### src/rtl/redmule_x_scheduler.sv
// rtl/redmule_x_scheduler.sv - X buffer load/shift scheduler for the RedMulE engine
//
// Purpose: sequences the X buffer for a job of n_blocks column blocks. Each
// block is filled from the streamer, beat by beat, then drained by the engine.
// A drain is H horizontal shifts followed by one depth shift, repeated once per
// depth slot.
//
// Ports:
//   clk_i, rst_i (async, active-high), clear_i (sync soft clear)
//   start_i, n_blocks_i, rows_lftovr_i, cols_lftovr_i, slots_i : job configuration
//   x_valid_i / x_ready_o : streamer beat handshake
//   consume_i             : engine request to drain the ready block
//   full_i                : X buffer full flag, used only for error checking
//   load_o, h_shift_o, d_shift_o : X buffer control strobes
//   busy_o, blk_ready_o, done_o, err_o : status
module redmule_x_scheduler #(
  parameter int H = 4,
  parameter int W = 12,
  parameter int D = 2
) (
  input  logic                 clk_i,
  input  logic                 rst_i,
  input  logic                 clear_i,
  input  logic                 start_i,
  input  logic [15:0]          n_blocks_i,
  input  logic [$clog2(W):0]   rows_lftovr_i,
  input  logic [$clog2(H):0]   cols_lftovr_i,
  input  logic [$clog2(D):0]   slots_i,
  input  logic                 x_valid_i,
  output logic                 x_ready_o,
  input  logic                 consume_i,
  input  logic                 full_i,
  output logic                 load_o,
  output logic                 h_shift_o,
  output logic                 d_shift_o,
  output logic                 busy_o,
  output logic                 blk_ready_o,
  output logic                 done_o,
  output logic                 err_o
);

  localparam int MAXB = (W + H - 1) / H;
  localparam int BW   = $clog2(MAXB + 1);
  localparam int LW   = $clog2(D * MAXB + 1);
  localparam int HW   = $clog2(H + 1);
  localparam int DW   = $clog2(D + 1);
  localparam int SW   = $clog2(D) + 1;

  typedef enum logic [2:0] {IDLE, FILL, READY, HSHIFT, DSHIFT, DONE} state_t;

  state_t          state;
  logic [15:0]     n_blocks_q;
  logic [BW-1:0]   beats_q;
  logic            cols_nz_q;
  logic [SW-1:0]   slots_q;
  logic [LW-1:0]   beat_cnt;
  logic [HW-1:0]   h_cnt;
  logic [DW-1:0]   d_cnt;
  logic [15:0]     blk_cnt;
  logic            err_q;

  logic [31:0]     w_limit;
  logic [BW-1:0]   beats_c;
  logic [15:0]     blk_next;
  logic            last_blk;
  logic [SW-1:0]   tgt_slots;
  logic [LW-1:0]   tgt_loads;

  // Out-of-range row/slot leftovers fall back to the full size so the
  // counters can never be asked to reach a value they cannot hold.
  always_comb begin
    w_limit = 32'(W);
    if (rows_lftovr_i != '0 && 32'(rows_lftovr_i) <= 32'(W))
      w_limit = 32'(rows_lftovr_i);
    beats_c = BW'((w_limit + 32'(H) - 32'd1) / 32'(H));
  end

  always_comb begin
    blk_next  = blk_cnt + 16'd1;
    last_blk  = (blk_next == n_blocks_q);
    tgt_slots = (last_blk && cols_nz_q) ? slots_q : SW'(D);
    tgt_loads = LW'(32'(tgt_slots) * 32'(beats_q));
  end

  // All outputs decode the state register, so reset drives them low at once.
  assign x_ready_o   = (state == FILL);
  assign load_o      = x_valid_i & x_ready_o;
  assign h_shift_o   = (state == HSHIFT);
  assign d_shift_o   = (state == DSHIFT);
  assign blk_ready_o = (state == READY);
  assign done_o      = (state == DONE);
  assign busy_o      = (state != IDLE);
  assign err_o       = err_q;

  // Configuration is only meaningful outside IDLE, so it needs no reset.
  always_ff @(posedge clk_i) begin
    if (state == IDLE && start_i) begin
      n_blocks_q <= n_blocks_i;
      beats_q    <= beats_c;
      cols_nz_q  <= (cols_lftovr_i != '0);
      slots_q    <= (slots_i == '0 || slots_i > SW'(D)) ? SW'(D) : slots_i;
    end
  end

  always_ff @(posedge clk_i or posedge rst_i) begin
    if (rst_i) begin
      state    <= IDLE;
      beat_cnt <= '0;
      h_cnt    <= '0;
      d_cnt    <= '0;
      blk_cnt  <= '0;
      err_q    <= 1'b0;
    end else if (clear_i) begin
      state    <= IDLE;
      beat_cnt <= '0;
      h_cnt    <= '0;
      d_cnt    <= '0;
      blk_cnt  <= '0;
      err_q    <= 1'b0;
    end else begin
      if ((load_o && full_i) || (consume_i && state != READY))
        err_q <= 1'b1;
      case (state)
        IDLE: begin
          if (start_i) begin
            beat_cnt <= '0;
            h_cnt    <= '0;
            d_cnt    <= '0;
            blk_cnt  <= '0;
            state    <= (n_blocks_i != 16'd0) ? FILL : DONE;
          end
        end
        FILL: begin
          if (load_o) begin
            beat_cnt <= beat_cnt + LW'(1);
            if (beat_cnt + LW'(1) == tgt_loads)
              state <= READY;
          end
        end
        READY: begin
          if (consume_i) begin
            h_cnt <= '0;
            state <= HSHIFT;
          end
        end
        HSHIFT: begin
          if (h_cnt == HW'(H - 1)) begin
            h_cnt <= '0;
            state <= DSHIFT;
          end else begin
            h_cnt <= h_cnt + HW'(1);
          end
        end
        DSHIFT: begin
          d_cnt <= d_cnt + DW'(1);
          if (32'(d_cnt) + 32'd1 < 32'(tgt_slots)) begin
            state <= HSHIFT;
          end else begin
            blk_cnt <= blk_next;
            if (last_blk) begin
              state <= DONE;
            end else begin
              beat_cnt <= '0;
              d_cnt    <= '0;
              h_cnt    <= '0;
              state    <= FILL;
            end
          end
        end
        DONE:    state <= IDLE;
        default: state <= IDLE;
      endcase
    end
  end

endmodule

### config.mk
export PLATFORM = sky130hd
export DESIGN_NAME = redmule_x_scheduler
export DESIGN_NICKNAME = d
export VERILOG_FILES = /design/src/rtl/redmule_x_scheduler.sv
export SDC_FILE = /design/constraint.sdc
export NUM_CORES = 1
export LEC_CHECK = 0
export CORE_MARGIN = 1.5
export CORE_UTILIZATION = 50
export CTS_CLUSTER_DIAMETER = 120
export CTS_CLUSTER_SIZE = 30
export DETAILED_ROUTE_END_ITERATION = 10
export PLACE_DENSITY = 0.7
export SLEW_MARGIN = 20
export SYNTH_ARGS = -nofsm -noshare
export SYNTH_HDL_FRONTEND = slang
export SYNTH_SLANG_ARGS = --single-unit
### constraint.sdc
create_clock -name clk_i -period 11.09 [get_ports clk_i]
set_clock_uncertainty 0.1 [all_clocks]
set_input_delay 3.327 -clock clk_i [delete_from_list [all_inputs] [get_ports clk_i]]
set_output_delay 3.327 -clock clk_i [all_outputs]
set_load 0.01 [all_outputs]
==> flow_summary.yaml, run 1 <==
worst_setup_path:
  path_delay_family: "buffers and inverters"
  path_buf_inv: 2
  start_kind: "input port"
  cp_max_fo: 3
  cp_cell_sequence: "clkdlybuf4s50_1, and3_1, clkdlybuf4s50_1"
  worstSetupEndpointType: "output port"
  crit_top_cell: "clkdlybuf4s50_1"
  critical_path_class: "input port to output port"
  r2r_slack_ps: 6570
  reg2reg_from: "blk_cnt[0]"
  critPathSlowestCell: "clkdlybuf4s50_1"
  arrival_ps: 4550
  critPathRequiredTime_ps: 7660
  reg2reg_to: "state[0]"
  rr_worst_depth: 16
  max_stage_delay_ps: 540
floorplan:
  die_area_mm2: 0.006682
  fp.dieW_um: 81.75
  placementRows: 28
  die_y_um: 81.75
  core_area_mm2: 0.005956
  initial_core_util_pct: 52.06
  ios: 41
global_routing:
  grt_pass1_vias: 2463
  grtUsageTotal_pct: 23.04
  grt_max_degree: 29
  grt_pass1_wl_mm: 11.72
  antenna_found_initial: 0
  gr-total-overflow: 0
cts:
  cts-hold-fix-buffers: 0
  clock_sinks: 49
  insertion_delay_ps: 300
  tritoncts: "yes"
  h-tree-depth: 2
  clock-root-buffer: "clkbuf_8"
  cts_buffer_depth: 2
  cts.clk_slew.worst_paths_ps: 90
  post_cts_buffers: 0
  cts_buffers: 5
  ctsResizeCount: 0
place:
  dp_hpwl_mm: 5.164
  numPortBuffers: 40
  gp_congestion: 0.8589
drt:
  drtIter0Drc: 125
  vias_per_cell: 6.064
  drtAntennaViolNets: 0
  drtPass1Iterations: 4
  drc: 0
  wirelength_mm: 7.016
  post_drt_wl_per_cell_um: 16.55
  vias: 2571
sta:
  rsz0062_at_grt: "false"
  finalHoldViolations: 0
  drv_slew: 0
  worstMarginPinSlew_ps: 669.1
  fin_crit_sh_pct: 71.91
  fin_hold_ws_ps: 411.9
  max_freq_mhz: 125.4
  relSlewSlack_pct: 55.39
  finalSetupTns_ps: 0
  post-route-min-period_ps: 7975
  setup_viol: 0
power_and_ir_drop:
  power.density_mw_per_mm2: 106.8
  p_leak_uw: 0.001449
  ir_drop_mv: 0.05561
logic_synthesis:
  synthCells: 317
  synth_edf_count: 21
  synth_nets: 356
  ys_warn_count: 0
  ys_async_sr_fraction_pct: 57.14
  synth_seq_cells: 49
  avgSynthCellArea_um2: 9.781
  ys_seq_area_share_pct: 42.94
  synth_cell_types: 61
  synth_flop_cell: "dfrtp_1"
  synth_area_mm2: 0.003100
finish:
  fin_nets: 387
  insertedDiodeCount: 0
  final_util_pct: 60.95
  final_common_cell: "clkdlybuf4s50_1"
  layout_common_cells: "40 x clkdlybuf4s50_1, 28 x dfrtp_1, 24 x nor2_1"
  synthToLayoutAreaGrowth_pct: 17.07
  drive_gt1_share_pct: 6.877
hold_path:
  min_path_type: "register to register"
  hp-start: "h_cnt[2]"
  worst_hold_path.endpoint: "h_cnt[2]"
  whs_path_depth: 1
flow_run:
  max-cap-violations: 0
status:
  status: "finished, final reports clean"
## cells in the mapped netlist (all sizes together), types with 10 or more instances
| master | number | area, µm² |
|---|---|---|
| nor2 | 25 | 93.84 |
| nand3 | 17 | 100.1 |
| nor4 | 11 | 83.83 |
| dfrtp | 28 | 700.7 |
| inv | 11 | 41.29 |
| nand2b | 10 | 62.56 |
| nand2 | 16 | 60.06 |
| edfxtp | 21 | 630.6 |
| xnor2 | 15 | 131.4 |
| nand4 | 10 | 68.81 |
| buf | 10 | 68.81 |
| xor2 | 11 | 96.34 |
| o31ai | 22 | 165.2 |
| o21ai | 18 | 90.09 |
## stage by stage
step           setup slack [ps]  instance area, µm²  total power (µW)  cells
2_1_floorplan              4140                3100             237.2    317
3_3_place_gp               3123                3513             261.1    416
3_5_place_dp               3116                3513             262.3    416
4_1_cts                    3104                3625             389.1    424
5_1_grt                    3067                3630             401.7    424
6_report                   3115                3630             387.8    424
## registers in the layout, summed over array words and instances, names as in the netlist
register,cells
slots_q,2
n_blocks_q,16
cols_nz_q,1
beat_cnt,3
state,3
h_cnt,3
beats_q,2
blk_cnt,16
err_o,1
d_cnt,2
## layout make-up
type                    instances  area (µm²)
clock buffers                   6       72.57
clock inverters                 2       38.79
fillers                       508        2326
inverters                      11       41.29
multi-input cells             239        1637
flip-flops and latches         49        1331
well taps                      75       93.84
repair buffers                 42       415.4
## worst max-delay path by stage
stage,startpoint,to,cells past startpoint
2_1_floorplan,x_valid_i,load_o,1
6_report,x_valid_i,load_o,3
5_1_grt,x_valid_i,load_o,3
4_1_cts,x_valid_i,load_o,3
3_5_place_dp,x_valid_i,load_o,3
3_3_place_gp,x_valid_i,load_o,3
## logic make-up (layout without fill, tap and decap cells)
logic type | Yosys count | after routing | share of synthesized area, %
AND/OR/NAND/NOR | 130 | 130 | 24.01
AO/OA/AOI/OAI | 74 | 74 | 17.47
flip-flops | 49 | 49 | 42.94
buffers and inverters | 29 | 61 | 4.520
XOR/XNOR | 26 | 26 | 7.345
adder cells (fa/ha/maj) | 6 | 6 | 2.663
multiplexers | 3 | 3 | 1.049
## metal layers
layer / GRT usage (%) / wire length [µm] / part of all wire [%]
met1: 29.14 / 3144 / 45
met2: 40.57 / 3462 / 49
met3: 3.333 / 291 / 4.1
met4: 6.780 / 118 / 1.7
met5: 0 / 0 / 0
## power breakdown
group          total [µW]  internal (µW)  leakage [µW]  switching [µW]
sequential            204            198      0.000580            5.99
combinational        54.7           27.2      0.000814            27.4
clock                 129           67.8     0.0000554            61.3
total                 388            293       0.00145            94.7
Power figures use the tool's default switching activity.
==> inputs of run 2 (changes only) <==
- clock period: 11.09 -> 7.6 ns (I/O delays scaled with it)
==> run 2 against run 1 <==
Net effect:
- core utilization did not move
- worst hold slack got worse by 1.1 ps
- register-to-register slack lost 3500 ps
- sequential share of layout area did not move
- first-iteration DRC count rose by 34%
- count of clock-buffer cells in the layout unchanged
- clock power increased by 47%
- cell count unchanged
==> flow_summary.yaml, run 2 (synthesized netlist as in run 1, its figures left out) <==
worst_setup_path:
  startpoint: "x_valid_i"
  cp_max_fo: 3
  reg2reg_from: "blk_cnt[0]"
  r2r_slack_ps: 3100
  max_stage_delay_ps: 540
  worstSetupEndpointType: "output port"
  crit_end: "load_o"
  critical_path_class: "input port to output port"
  reg2reg_to: "state[0]"
  start_kind: "input port"
  rr_worst_depth: 16
  arrival_ps: 3500
  critPathSlowestCell: "clkdlybuf4s50_1"
  critPathRequiredTime_ps: 5220
  cp_cell_sequence: "clkdlybuf4s50_1, and3_1, clkdlybuf4s50_1"
  crit_top_cell: "clkdlybuf4s50_1"
global_routing:
  grt_max_degree: 29
  grt_pass1_wl_mm: 11.47
  grt_pass1_vias: 2363
  gr-total-overflow: 0
  grtUsageTotal_pct: 22.79
  antenna_found_initial: 0
sta:
  post-route-min-period_ps: 5879
  fin_hold_ws_ps: 410.7
  drv_slew: 0
  fin_crit_sh_pct: 77.36
  rsz0062_at_grt: "false"
  max_freq_mhz: 170.1
  relSlewSlack_pct: 53.60
  finalSetupTns_ps: 0
  setup_viol: 0
  finalHoldViolations: 0
  worstMarginPinSlew_ps: 696.1
power_and_ir_drop:
  swShare_pct: 24.54
  p_comb_share_pct: 14.1
  p_leak_uw: 0.001449
  power.density_mw_per_mm2: 156.1
  p_seq_share_pct: 52.5
  intPower_uw: 427.7
  switching_power_uw: 139.1
  ir_drop_mv: 0.1076
  pwr-share-clk_pct: 33.4
finish:
  fin_nets: 387
  drive_gt1_share_pct: 6.877
  layout_common_cells: "40 x clkdlybuf4s50_1, 28 x dfrtp_1, 24 x nor2_1"
  top_regs: "blk_cnt x16, n_blocks_q x16"
  ff_latch_area_mm2: 0.001331
  insertedDiodeCount: 0
  multiInputGateArea_mm2: 0.001637
  fillers: 514
  final_common_cell: "clkdlybuf4s50_1"
  synthToLayoutAreaGrowth_pct: 17.07
cts:
  h-tree-depth: 2
  tritoncts: "yes"
  ctsResizeCount: 0
  clock-root-buffer: "clkbuf_8"
  insertion_delay_ps: 310
  post_cts_buffers: 0
  cts_buffer_depth: 2
  cts.clk_slew.worst_paths_ps: 90
  clock_sinks: 49
  cts-hold-fix-buffers: 0
  cts_buffers: 5
drt:
  wirelength_mm: 6.876
  drtAntennaViolNets: 0
  drtIter0Drc: 168
  post_drt_wl_per_cell_um: 16.22
  wl_met3_um: 222
  m1WireLength_mm: 3.132
  vias: 2528
  drtPass1Iterations: 4
  drc: 0
  wl_met2_mm: 3.313
  top_layer: "met4"
  vias_per_cell: 5.962
floorplan:
  die_area_mm2: 0.006682
  fp.dieW_um: 81.75
  core_area_mm2: 0.005956
  initial_core_util_pct: 52.06
  ios: 41
  die_y_um: 81.75
  placementRows: 28
flow_run:
  max-cap-violations: 0
hold_path:
  min_path_type: "register to register"
place:
  gp_congestion: 0.8594
  dp_hpwl_mm: 5.071
  numPortBuffers: 40
status:
  status: "finished, final reports clean"
-- run 2: metal layers --
layer / up-vias / track usage [%]
li1: 1246 / -
met1: 1208 / 29.11
met2: 58 / 38.28
met3: 16 / 3.000
met4: 0 / 10.34
met5: - / 0
-- run 2: critical path, delay by kind of cell --
kind / cells / cell delay [ps]
buf+inv: 2 / 1040
simple gates: 1 / 180
-- run 2: power by group through the flow --
stage / clock network (µW) / registers, µW / logic, µW
after floorplan: 0 / 300 / 46.1
after global placement: 0 / 303 / 77.9
after detailed placement: 0 / 304 / 79.4
after CTS: 191 / 298 / 79.8
after global routing: 199 / 299 / 89.2
final: 189 / 298 / 79.8
-- run 2: area by class of cell --
cell class,count,share of cell area (%)
well taps,75,2.585
inverters,11,1.138
repair buffers,42,11.44
flip-flops and latches,49,36.68
multi-input cells,239,45.09
clock buffers,6,1.999
clock inverters,2,1.069
-- run 2: through the flow --
stage | instances | setup slack [ps] | utilization [%] | power (µW) | cell area [µm²]
2_1_floorplan | 317 | 2744 | - | 346.1 | 3100
3_3_place_gp | 416 | 1727 | 58.99 | 381.0 | 3513
3_5_place_dp | 416 | 1728 | 58.99 | 383.0 | 3513
4_1_cts | 424 | 1715 | 60.86 | 568.6 | 3625
5_1_grt | 424 | 1663 | 60.95 | 587.4 | 3630
6_report | 424 | 1721 | 60.95 | 566.8 | 3630
-- run 2: worst min-delay path by stage --
stage / startpoint / endpoint / cells after the start
5_1_grt: h_cnt[2] / h_cnt[2] / 1
2_1_floorplan: h_cnt[2] / h_cnt[2] / 1
4_1_cts: h_cnt[2] / h_cnt[2] / 1
6_report: h_cnt[2] / h_cnt[2] / 1
3_3_place_gp: h_cnt[2] / h_cnt[2] / 1
3_5_place_dp: h_cnt[2] / h_cnt[2] / 1
==> inputs of run 3 (changes only) <==
- PLACE_DENSITY: 0.7 -> 0.73
- clock period: 7.6 -> 5.16 ns (I/O delays scaled with it)
==> run 3 against run 2 <==
Net effect:
- count of clock-buffer cells in the layout unchanged
- worst setup slack worse by 980 ps
- critical path type unchanged
- first-iteration DRC count down 22%
- non-clock buffer count unchanged
- sequential share of layout area up 0.34 points
- final area down 0.93%
- register-to-register slack worse by 2300 ps
- combinational power up 47%
- worst hold slack worse by 13 ps
- global-route usage up 0.070 points
==> flow_summary.yaml, run 3 (synthesized netlist as in run 1, its figures left out) <==
worst_setup_path:
  r2r_slack_ps: 850
  reg2reg_to: "state[0]"
  crit_top_cell: "clkdlybuf4s50_1"
  max_stage_delay_ps: 540
  critPathRequiredTime_ps: 3510
  worstSetupEndpointType: "output port"
  cp_max_fo: 3
  cp_cell_sequence: "clkdlybuf4s50_1, and3_1, clkdlybuf4s50_1"
  critical_path_class: "input port to output port"
  arrival_ps: 2770
  start_kind: "input port"
  rr_worst_depth: 16
  critPathSlowestCell: "clkdlybuf4s50_1"
  reg2reg_from: "blk_cnt[0]"
  startpoint: "x_valid_i"
drt:
  drtAntennaViolNets: 0
  post_drt_wl_per_cell_um: 16.56
  drc: 0
  vias_per_cell: 6.002
  vias: 2545
  drtPass1Iterations: 5
  drtIter0Drc: 131
  wirelength_mm: 7.022
place:
  numPortBuffers: 40
  dp_hpwl_mm: 5.214
  gp_congestion: 0.8824
cts:
  tritoncts: "yes"
  insertion_delay_ps: 310
  post_cts_buffers: 0
  h-tree-depth: 2
  cts_buffers: 5
  cts.clk_slew.worst_paths_ps: 90
  ctsResizeCount: 0
  cts_buffer_depth: 2
  clock_sinks: 49
  clock-root-buffer: "clkbuf_8"
  cts-hold-fix-buffers: 0
floorplan:
  placementRows: 28
  die_y_um: 81.75
  ios: 41
  core_area_mm2: 0.005956
  fp.dieW_um: 81.75
  initial_core_util_pct: 52.06
  die_area_mm2: 0.006682
sta:
  setup_viol: 0
  finalHoldViolations: 0
  drv_slew: 0
  relSlewSlack_pct: 26.70
  finalSetupTns_ps: 0
  fin_hold_ws_ps: 397.8
  max_freq_mhz: 226.5
  worstMarginPinSlew_ps: 1098
  fin_crit_sh_pct: 85.55
  post-route-min-period_ps: 4415
  rsz0062_at_grt: "false"
finish:
  fillers: 539
  top_regs: "blk_cnt x16, n_blocks_q x16"
  drive_gt1_share_pct: 7.163
  layout_common_cells: "40 x clkdlybuf4s50_1, 28 x dfrtp_1, 24 x nor2_1"
  insertedDiodeCount: 0
  final_common_cell: "clkdlybuf4s50_1"
  synthToLayoutAreaGrowth_pct: 15.98
  fin_nets: 387
global_routing:
  gr-total-overflow: 0
  antenna_found_initial: 0
  grt_pass1_wl_mm: 11.47
  grt_max_degree: 28
  grtUsageTotal_pct: 22.86
  grt_pass1_vias: 2364
hold_path:
  hp-start: "h_cnt[2]"
  worst_hold_path.endpoint: "h_cnt[2]"
  min_path_type: "register to register"
  whs_path_depth: 1
power_and_ir_drop:
  ir_drop_mv: 0.1664
  p_leak_uw: 0.001437
  total_power_uw: 778.2
  power.density_mw_per_mm2: 216.4
status:
  status: "finished, final reports clean"
flow_run:
  max-cap-violations: 0
## run 3: metal layers
metal | wire length (µm) | track usage, %
met1 | 3170 | 31.23
met2 | 3475 | 38.20
met3 | 314 | 3.667
met4 | 61 | 5.085
met5 | 0 | 0
## run 3: worst max-delay path by stage
stage          cells past startpoint  slack, ps       end
2_1_floorplan                     16       1480  state[0]
3_3_place_gp                       3        740    load_o
3_5_place_dp                       3        730    load_o
4_1_cts                            3        730    load_o
5_1_grt                           15        510  state[0]
6_report                           3        750    load_o
## run 3: metrics by stage
stage	instance area (µm²)	utilization, %	setup WS [ps]	instances
5_1_grt	3596	60.38	507.4	424
3_3_place_gp	3513	58.99	737.8	416
2_1_floorplan	3100	-	1476	317
3_5_place_dp	3513	58.99	734.2	416
6_report	3596	60.38	745.5	424
4_1_cts	3596	60.38	727.3	424
## run 3: area by class of cell
class                           instances  area, µm²  share of cell area, %
Tap cell                               75      93.84                  2.610
Clock buffer                            6      72.57                  2.018
Sequential cell                        49       1331                  37.02
Clock inverter                          2      10.01                 0.2784
Multi-Input combinational cell        239       1632                  45.37
Timing Repair Buffer                   42      415.4                  11.55
Inverter                               11      41.29                  1.148
## run 3: critical path: cells and delay by family
kind,cells,cell delay (ps)
simple gates,1,190
buf+inv,2,1030
## run 3: power by group
part | switching [µW] | internal [µW] | total (µW)
Combinational | 58.3 | 58.2 | 117
Sequential | 12.7 | 426 | 438
Clock | 129 | 94.3 | 223
